==> config.mk <==
export PLATFORM = sky130hd
export DESIGN_NAME = datain_rr_arbiter_flat
export DESIGN_NICKNAME = d
export VERILOG_FILES = /design/src/rtl/datain_rr_arbiter_pkg.sv /design/src/rtl/datain_rr_arbiter_if.sv /design/src/rtl/datain_rr_arbiter_rr_pick.sv /design/src/rtl/datain_rr_arbiter.sv /design/src/flat_wrapper.sv
export SDC_FILE = /design/constraint.sdc
export NUM_CORES = 1
export LEC_CHECK = 0
export ABC_AREA = 1
export CORE_UTILIZATION = 44
export DETAILED_ROUTE_END_ITERATION = 10
export PLACE_DENSITY = 0.81
export SYNTH_ARGS = -nofsm -noshare
export SYNTH_HDL_FRONTEND = slang
export SYNTH_SLANG_ARGS = --single-unit
==> constraint.sdc <==
create_clock -name clk -period 2 [get_ports clk]
set_input_delay 0.3 -clock clk [delete_from_list [all_inputs] [get_ports clk]]
set_output_delay 0.3 -clock clk [all_outputs]
set_load 0.02 [all_outputs]
==> src/rtl/datain_rr_arbiter_pkg.sv <==
// Shared definitions for the datain round-robin arbiter: flit layout and FSM state encoding.
package datain_rr_arbiter_pkg;

  localparam int DEF_FLIT_W  = 20;
  localparam int PAYLOAD_MSB = 19;
  localparam int PAYLOAD_LSB = 4;
  localparam int HDR_MSB     = 3;
  localparam int HDR_LSB     = 0;

  typedef enum logic {
    IDLE  = 1'b0,
    SERVE = 1'b1
  } arb_state_e;

  function automatic logic [HDR_MSB-HDR_LSB:0] flit_hdr(input logic [DEF_FLIT_W-1:0] flit);
    return flit[HDR_MSB:HDR_LSB];
  endfunction

  function automatic logic [PAYLOAD_MSB-PAYLOAD_LSB:0] flit_payload(input logic [DEF_FLIT_W-1:0] flit);
    return flit[PAYLOAD_MSB:PAYLOAD_LSB];
  endfunction

endpackage

==> src/rtl/datain_rr_arbiter_if.sv <==
// Bundle between the flit sources, the arbiter and the datain buffer write port.
interface datain_rr_arbiter_if
  import datain_rr_arbiter_pkg::*;
#(
  parameter int NREQ   = 4,
  parameter int FLIT_W = DEF_FLIT_W
);

  logic [NREQ-1:0]        req_valid;
  logic [NREQ*FLIT_W-1:0] req_flit;
  logic [NREQ-1:0]        req_ready;
  logic                   out_valid;
  logic [FLIT_W-1:0]      out_flit;
  logic                   out_ready;
  logic                   buf_state;

  // master is the environment (sources plus buffer), slave is the arbiter itself
  modport master (
    output req_valid, req_flit, out_ready, buf_state,
    input  req_ready, out_valid, out_flit
  );

  modport slave (
    input  req_valid, req_flit, out_ready, buf_state,
    output req_ready, out_valid, out_flit
  );

endinterface

==> src/rtl/datain_rr_arbiter_rr_pick.sv <==
// Rotating-priority encoder: first set request scanning ptr+1, ptr+2, ... modulo NREQ.
module datain_rr_arbiter_rr_pick #(
  parameter  int NREQ  = 4,
  localparam int IDX_W = $clog2(NREQ)
) (
  input  logic [NREQ-1:0]  req,
  input  logic [IDX_W-1:0] ptr,
  output logic [IDX_W-1:0] idx,
  output logic             found
);

  int               cand;
  logic [IDX_W-1:0] cand_idx;

  // The last granted source (ptr) is visited last, giving it the lowest priority
  always_comb begin
    idx      = '0;
    found    = 1'b0;
    cand     = 0;
    cand_idx = '0;
    for (int k = 1; k <= NREQ; k++) begin
      cand     = (int'(ptr) + k) % NREQ;
      cand_idx = IDX_W'(cand);
      if (!found && req[cand_idx]) begin
        found = 1'b1;
        idx   = cand_idx;
      end
    end
  end

endmodule

==> src/rtl/datain_rr_arbiter.sv <==
// Round-robin scheduler sharing one datain buffer write port among NREQ sources,
// with bursts of up to BURST flits per grant and a single output register stage.
module datain_rr_arbiter
  import datain_rr_arbiter_pkg::*;
#(
  parameter  int NREQ         = 4,
  parameter  int FLIT_W       = DEF_FLIT_W,
  parameter  int BURST        = 4,
  parameter  int CNT_W        = 16,
  parameter  bit STOP_ON_FULL = 1'b1,
  localparam int IDX_W        = $clog2(NREQ)
) (
  input  logic                 clk,
  input  logic                 rst,
  datain_rr_arbiter_if.slave   bus,
  output logic [IDX_W-1:0]     grant_id,
  output logic                 busy,
  output logic [CNT_W-1:0]     flit_count
);

  arb_state_e        state;
  arb_state_e        state_nxt;
  logic [7:0]        burst_cnt;
  logic [IDX_W-1:0]  ptr;
  logic [IDX_W-1:0]  pick_idx;
  logic              pick_found;
  logic              g_valid;
  logic              g_ready;
  logic [FLIT_W-1:0] g_flit;
  logic              accept;
  logic              fire;
  logic              grant_now;
  logic              burst_end;

  datain_rr_arbiter_rr_pick #(
    .NREQ (NREQ)
  ) u_pick (
    .req   (bus.req_valid),
    .ptr   (ptr),
    .idx   (pick_idx),
    .found (pick_found)
  );

  // Ready to the granted source whenever the output register is empty or draining this cycle
  always_comb begin
    g_valid       = bus.req_valid[grant_id];
    g_flit        = bus.req_flit[int'(grant_id)*FLIT_W +: FLIT_W];
    g_ready       = !bus.out_valid || bus.out_ready;
    fire          = bus.out_valid && bus.out_ready;
    bus.req_ready = '0;
    accept        = 1'b0;
    grant_now     = 1'b0;
    burst_end     = 1'b0;
    state_nxt     = state;
    case (state)
      IDLE: begin
        grant_now = pick_found && !(STOP_ON_FULL && bus.buf_state);
        if (grant_now) state_nxt = SERVE;
      end
      SERVE: begin
        bus.req_ready[grant_id] = g_ready;
        accept    = g_valid && g_ready;
        burst_end = (accept && (burst_cnt == 8'(BURST-1))) || !g_valid;
        if (burst_end) state_nxt = IDLE;
      end
      default: state_nxt = IDLE;
    endcase
  end

  always_ff @(posedge clk or negedge rst) begin
    if (!rst) state <= IDLE;
    else      state <= state_nxt;
  end

  // ptr starts at NREQ-1 so that source 0 wins the very first scan
  always_ff @(posedge clk or negedge rst) begin
    if (!rst) begin
      grant_id  <= '0;
      ptr       <= IDX_W'(NREQ-1);
      burst_cnt <= '0;
    end else begin
      if (grant_now) begin
        grant_id  <= pick_idx;
        burst_cnt <= '0;
      end else if (accept) begin
        burst_cnt <= burst_cnt + 8'd1;
      end
      if (burst_end) ptr <= grant_id;
    end
  end

  always_ff @(posedge clk or negedge rst) begin
    if (!rst) begin
      bus.out_valid <= 1'b0;
      bus.out_flit  <= '0;
    end else if (accept) begin
      bus.out_valid <= 1'b1;
      bus.out_flit  <= g_flit;
    end else if (fire) begin
      bus.out_valid <= 1'b0;
    end
  end

  always_ff @(posedge clk or negedge rst) begin
    if (!rst)                          flit_count <= '0;
    else if (fire && (flit_count != '1)) flit_count <= flit_count + 1'b1;
  end

  assign busy = (state == SERVE);

endmodule

==> src/flat_wrapper.sv <==
// flat-port wrapper written by rule: the top's interface ports become plain ports
module datain_rr_arbiter_flat import datain_rr_arbiter_pkg::*;
#(
  parameter  int NREQ         = 4,
  parameter  int FLIT_W       = DEF_FLIT_W,
  parameter  int BURST        = 4,
  parameter  int CNT_W        = 16,
  parameter  bit STOP_ON_FULL = 1'b1,
  localparam int IDX_W        = $clog2(NREQ)
)
  (clk, rst, grant_id, busy, flit_count, bus_req_valid, bus_req_flit, bus_out_ready, bus_buf_state, bus_req_ready, bus_out_valid, bus_out_flit);
  datain_rr_arbiter_if #(.NREQ(NREQ), .FLIT_W(FLIT_W)) bus_i ();
  input  logic clk;
  input  logic rst;
  output logic [IDX_W-1:0] grant_id;
  output logic busy;
  output logic [CNT_W-1:0] flit_count;
  input wire logic [$bits(bus_i.req_valid)-1:0] bus_req_valid;
  input wire logic [$bits(bus_i.req_flit)-1:0] bus_req_flit;
  input wire logic [$bits(bus_i.out_ready)-1:0] bus_out_ready;
  input wire logic [$bits(bus_i.buf_state)-1:0] bus_buf_state;
  output wire logic [$bits(bus_i.req_ready)-1:0] bus_req_ready;
  output wire logic [$bits(bus_i.out_valid)-1:0] bus_out_valid;
  output wire logic [$bits(bus_i.out_flit)-1:0] bus_out_flit;
  assign bus_i.req_valid = bus_req_valid;
  assign bus_i.req_flit = bus_req_flit;
  assign bus_i.out_ready = bus_out_ready;
  assign bus_i.buf_state = bus_buf_state;
  assign bus_req_ready = bus_i.req_ready;
  assign bus_out_valid = bus_i.out_valid;
  assign bus_out_flit = bus_i.out_flit;
  datain_rr_arbiter #(.NREQ(NREQ), .FLIT_W(FLIT_W), .BURST(BURST), .CNT_W(CNT_W), .STOP_ON_FULL(STOP_ON_FULL)) u_core (.clk(clk), .rst(rst), .bus(bus_i), .grant_id(grant_id), .busy(busy), .flit_count(flit_count));
endmodule
Word level (Yosys, flattened, before mapping)

Cells that the tools add are included.

Bits in registers: 50
Bits in latches: 0
RAM bits: 0
Memory bits (read-only): 0
Bits of input ports: 88
Output and inout port bits: 44
Word-level logic and storage cells: 75
Memories kept: 0

Add/sub/neg operators: 6
$mul: 1
Divide/modulo/power cells: 0
$lt $le $gt $ge: 6
Equality and inequality tests: 2
Shift operators: 1
Mux-type cells: 31
Bitwise operators: 2
Reductions and logical operators: 19

Operators by type and width:

| operator                                                           | count |
|---|---|
| variable part select 80 x 32 -> 20 bit                             | 1 |
| 2-to-1 mux 1 bit                                                   | 17 |
| adder 16 x 1 -> 16 bit (second input constant)                     | 1 |
| 2-to-1 mux 8 bit                                                   | 2 |
| inequality test 16 bit (second input constant)                     | 1 |
| < comparator 2 x 3 -> 1 bit (second input constant)                | 5 |
| binary-select mux 1 bit (select 2 bit)                             | 5 |
| logical AND 1 bit                                                  | 9 |
| adder 8 x 1 -> 8 bit (second input constant)                       | 1 |
| == test 8 x 2 -> 1 bit (second input constant)                     | 1 |
| 2-to-1 mux 2 bit                                                   | 4 |
| logical NOT 1 bit                                                  | 6 |
| multiplier 2 x 3 -> 5 bit (second input constant)                  | 1 |
| adder 2 x 1 -> 2 bit (second input constant)                       | 2 |
| adder 2 bit (second input constant)                                | 2 |
| AND 4 bit                                                          | 1 |
| 2-to-1 mux 4 bit                                                   | 1 |
| nonzero test 2 bit                                                 | 2 |
| demux 1 bit (select 2 bit)                                         | 1 |
| greater-or-equal comparator 2 x 1 -> 1 bit (second input constant) | 1 |
| logical OR 1 bit                                                   | 2 |
| case mux 1 bit (2 select lines)                                    | 1 |
| inverter 1 bit                                                     | 1 |

Logic depth before layout (Yosys ltp)

Depth in word-level cells: 16
Depth in mapped cells: 12
Mapped depth without buffers: 11

Hierarchy

A second synthesis with hierarchy kept.

Cells, all modules: 492
Area total of the unflattened synthesis: 3433.3 µm²

Modules (own cells, without submodules):

| module                    | instances | cells each | area each (µm²) | seq. area each (µm²) |
|---|---|---|---|---|
| datain_rr_arbiter         | 1         | 440        | 3161.8          | 1253.7 |
| datain_rr_arbiter_rr_pick | 1         | 52         | 271.5           | 0.0 |

Worst setup path after synthesis

OpenSTA, ideal clock, no wires.

Path type: flip-flop to output port
Start point: register u_core.grant_id[0]
End point: output bus_req_ready[1]
Data arrival time: 1.454 ns
Required time: 1.700 ns
Setup slack: 0.246 ns
Stages on the path, launching flop included: 5
Path buffers: 2
Cells stage by stage: dfrtp_1 > buf_4 > inv_1 > clkbuf_1 > nor3_1

Longest elaborated chain between the ends: 6
Elaborated cells on any way between the ends: 7
Classes of those cells: order compare (2); mux (3); bitwise (1); reduce/logical (1)

RTL lines:

| what                                                                                                                   | RTL line                | source |
|---|---|---|
| start: declaration                                                                                                     | datain_rr_arbiter.sv:16 | `output logic [IDX_W-1:0] grant_id,` |
| start signal: assignment                                                                                               | datain_rr_arbiter.sv:83 | `grant_id <= pick_idx;` |
| < comparator 2 x 3 -> 1 bit (not written as such) / greater-or-equal comparator 2 x 1 -> 1 bit (equally long branches) | datain_rr_arbiter.sv:61 | `bus.req_ready[grant_id] = g_ready;` |
| logical AND 1 bit (not written as such)                                                                                | datain_rr_arbiter.sv:61 |  |
| 2-to-1 mux 1 bit (not written as such)                                                                                 | datain_rr_arbiter.sv:61 |  |
| demux 1 bit (select 2 bit) (*)                                                                                         | --                      |  |
| AND 4 bit (no source line) (*)                                                                                         | --                      |  |
| 2-to-1 mux 4 bit (*)                                                                                                   | datain_rr_arbiter.sv:55 | `case (state)` |
| end: declaration                                                                                                       | flat_wrapper.sv:22      | `output wire logic [$bits(bus_i.req_ready)-1:0] bus_req_ready;` |

Every way passes the cells marked *; elsewhere a longest branch is shown, timed or not.

Worst setup path after layout

Start point: input bus_out_ready
End point: output bus_req_ready[3]

Longest elaborated chain between the ends: 3

RTL lines:

| what                       | RTL line                | source |
|---|---|---|
| start: declaration         | flat_wrapper.sv:20      | `input wire logic [$bits(bus_i.out_ready)-1:0] bus_out_ready;` |
| logical OR 1 bit           | datain_rr_arbiter.sv:48 | `g_ready = !bus.out_valid \|\| bus.out_ready;` |
| AND 4 bit (no source line) | --                      |  |
| 2-to-1 mux 4 bit           | datain_rr_arbiter.sv:55 |  |

Every way passes these cells.

==> run_results.csv <==
group,metric,value,unit
setup_path,ff2ff_setup_slack,0.17,ns
outcome,run_status,"finished, final reports clean",
grt,grt_start_max_net_pins,43,
cts,path_clk_slew,0.10,ns
setup_path,crit_type,"in2out",
setup_path,timing.critical_path.required,1.70,ns
die,die_x,88.6,um
yosys,compound_gate_fraction_of_synth_area,2.88,%
route,met3_wirelength_from_detailed_routing,694,um
route,wl_met1,3940,um
cts,cts_made_buffers,5,
sta,relSlewSlack,69.6,%
die,die_height,88.6,um
grt,grt_usage,25.2,%
place,placed_cells_incl_taps,695,
sta,finalWorstPathRequiredPeriod,1.87,ns
cts,clock_latency,0.30,ns
yosys,main_combinational_cell_family_by_area_after_synthesis,"simple AND/OR/NAND/NOR gates",
min_path,hold_path.class,"in2async",
yosys,number_of_unique_standard_cell_types_used_by_synthesis,32,
power_and_ir_drop,ir_drop,0.529,mV
grt,antenna_found_initial,0,
yosys,synth_fa_ha_area_share,0.759,%
yosys,syn_nets,567,
final_layout,num-fill-cells,657,
sta,setup_repair_after_global_routing_missed_its_margin,"no",
final_layout,layout-area-overhead-vs-synth,45.9,%
route,via_count,3670,
setup_path,worst-path-max-fanout,4,
final_layout,n_antenna_cell,0,
setup_path,arrival,1.57,ns
yosys,synthesis.area,3300,um2
final_layout,final_nets,694,
route,drt_pass1_iterations,4,
cts,htree_num_levels,2,
route,drt-wirelength-per-cell,13.7,um
sta,hold_slack,0.467,ns
yosys,synth-simple-area-share,46.9,%
sta,report.final.hold_viol_count,0,
cts,clock_sinks,50,
route,ant_nets,0,
die,core,7250,um2
sta,worst_clock_skew,0.0116,ns
sta,tightestPinTransition,0.457,ns
grt,first_global_vias,3385,
die,die_area,7850,um2
place,hpwlAfterDp,7290,um
cts,clk_path_buf_depth,2,
route,via_per_inst,5.21,
setup_path,cp-end-kind,"output port",
die,initial_standard_cell_utilization_of_the_core,45.5,%
power_and_ir_drop,overall_power_after_layout,5.60,mW
sta,timing.final.crit_share,93.6,%
final_layout,post_route_cells_drive_above_1_share,8.10,%
yosys,synth.yosys.seq_area_share,38.0,%
route,length_of_routed_met2_wiring,4860,um
yosys,postSynthRegisterBits,50,
setup_path,critical_path.startpoint_type,"primary input",
place,placement.io_buffers,131,
place,gp_weighted_congestion,0.882,
power_and_ir_drop,power.leakage,2.20,nW
yosys,async_set_reset_flop_share_out_of_synthesis,100,%
cts,cts_tree,"built",
grt,global_route_wire_length_before_repair,15300,um
yosys,synthesis.yosys.warnings,0,
cts,cts.root.buffer_cell,"sky130_fd_sc_hd__clkbuf_8",
final_layout,filler_free_cell_count_of_the_finished_design,704,
sta,setup-violations-final,0,
yosys,yosys-mux-area-fraction,0,%
sta,timing_max_transition_violations_final,0,
route,highest_layer,"met4",
die,number_of_primary_i_o_pins,132,
yosys,synthXorXnorAreaFrac,3.45,%
grt,grt_remaining_overflow,0,
route,finalWirelength,9670,um
yosys,count_of_flip_flops_with_a_built_in_enable_after_synthesis,0,
route,drc,0,
yosys,synth_area_per_cell,6.91,um2
run,cap_violations,0,
sta,max_clock_freq,0.534,GHz
final_layout,post-route-util,66.3,%
yosys,synthCells,477,
yosys,synth_top_flop_cell,"sky130_fd_sc_hd__dfrtp_1",
power_and_ir_drop,pwr_density_cell,1160,nW/um2
die,floorplan.rows,31,
route,drt_iter0_markers,185,
where the power goes:
| group | leakage, nW | switching, mW | internal, mW |
|---|---|---|---|
| registers | 0.647 | 0.272 | 1.32 |
| clock network | 0.0472 | 0.334 | 0.279 |
| logic | 1.51 | 2.06 | 1.33 |
metrics by stage:
step                      area [um2]  setup TNS [ns]  setup WS, ns
after floorplan                 3300               0         0.246
after global placement          4710          -0.559        -0.164
after CTS                       4810               0         0.118
after detailed placement        4710          -0.564        -0.160
after global routing            4810               0        0.0173
final                           4810               0         0.129
timing repair:
action,4_1_cts,5_1_grt
endpoints found under the hold margin,17,0
resized for setup,4,1
setup endpoints to repair,4,13
buffers inserted,0,0
hold buffers,1,0
critical path: stages:
cell and delay, ns:
sky130_fd_sc_hd__clkdlybuf4s50_1 0.48, sky130_fd_sc_hd__nor2_1 0.08, sky130_fd_sc_hd__nor2_1 0.13, sky130_fd_sc_hd__inv_1 0.10
sky130_fd_sc_hd__nor3_1 0.12, sky130_fd_sc_hd__dlygate4sd2_1 0.35
state kept, by name, indices dropped and copies added, names as in the netlist:
| signal | cells |
|---|---|
| u_core.burst_cnt | 8 |
| u_core.bus.out_flit | 20 |
| u_core.bus.out_valid | 1 |
| u_core.busy | 1 |
| u_core.flit_count | 16 |
| u_core.grant_id | 2 |
| u_core.ptr | 2 |
placed cells by master, fill, tap and decap left out, types with 2 or more instances in the layout:
cell type	count
sky130_fd_sc_hd__o21ai_1	2
sky130_fd_sc_hd__nor3_1	8
sky130_fd_sc_hd__xnor2_1	4
sky130_fd_sc_hd__nand3_1	74
sky130_fd_sc_hd__dlygate4sd2_1	4
sky130_fd_sc_hd__inv_2	2
sky130_fd_sc_hd__nand2_1	168
sky130_fd_sc_hd__nor2_2	3
sky130_fd_sc_hd__o21ai_2	2
sky130_fd_sc_hd__nand2_2	11
sky130_fd_sc_hd__o21ai_0	11
sky130_fd_sc_hd__buf_4	10
sky130_fd_sc_hd__clkbuf_8	6
sky130_fd_sc_hd__xor2_1	9
sky130_fd_sc_hd__nor2_1	27
sky130_fd_sc_hd__nand3b_1	3
sky130_fd_sc_hd__nand4_1	32
sky130_fd_sc_hd__dfstp_2	2
sky130_fd_sc_hd__ha_1	2
sky130_fd_sc_hd__dfrtp_1	48
sky130_fd_sc_hd__inv_1	34
sky130_fd_sc_hd__clkdlybuf4s50_1	126
sky130_fd_sc_hd__nand2_4	3
cells in the mapped netlist, types with 3 or more instances:
library cell / number / area (um2)
sky130_fd_sc_hd__buf_2: 5 / 25.0
sky130_fd_sc_hd__buf_4: 3 / 22.5
sky130_fd_sc_hd__clkbuf_1: 12 / 45.0
sky130_fd_sc_hd__dfrtp_1: 48 / 1200
sky130_fd_sc_hd__inv_1: 34 / 128
sky130_fd_sc_hd__nand2_1: 168 / 631
sky130_fd_sc_hd__nand2_2: 11 / 68.8
sky130_fd_sc_hd__nand2_4: 3 / 33.8
sky130_fd_sc_hd__nand3_1: 74 / 370
sky130_fd_sc_hd__nand3b_1: 3 / 22.5
sky130_fd_sc_hd__nand4_1: 32 / 200
sky130_fd_sc_hd__nor2_1: 27 / 101
sky130_fd_sc_hd__nor2_2: 3 / 18.8
sky130_fd_sc_hd__nor3_1: 8 / 40.0
sky130_fd_sc_hd__o21ai_0: 11 / 55.1
sky130_fd_sc_hd__xnor2_1: 4 / 35.0
sky130_fd_sc_hd__xor2_1: 9 / 78.8
final timing paths:
check	from	to	cells after the start
setup / recovery	bus_out_ready	bus_req_ready[3]	6
min in group clk	u_core.bus.out_flit[11]	u_core.bus.out_flit[11]	2
hold / removal	rst	u_core.burst_cnt[5]	2
max in group asynchronous	rst	u_core.ptr[1]	3
setup reg to reg	u_core.grant_id[1]	u_core.bus.out_flit[9]	9
hold reg to reg	u_core.bus.out_flit[11]	u_core.bus.out_flit[11]	2
metal layers:
layer / global-route usage, % / vias to the layer above
met5: 0 / -
met4: 7.92 / 0
met3: 6.16 / 16
met2: 44.8 / 140
met1: 29.8 / 1712
li1: - / 1802
area by class of cell:
cell class | count | area, um2 | area share, %
Tap cell | 99 | 124 | 2.57
Timing Repair Buffer | 144 | 1420 | 29.5
Clock buffer | 6 | 82.6 | 1.72
Sequential cell | 50 | 1250 | 26.1
Clock inverter | 2 | 12.5 | 0.260
Inverter | 37 | 141 | 2.94
Multi-Input combinational cell | 366 | 1780 | 37.0
kinds of logic (layout without fill, tap and decap cells):
group,count (synthesis),in the layout
adders and majority gates,2,2
and+or+nand+nor,334,334
buffers and inverters,61,189
AOI/OAI and AO/OA,17,17
xor gates and xnor gates,13,13
DFF,50,50
(Power assumes the default switching activity.)
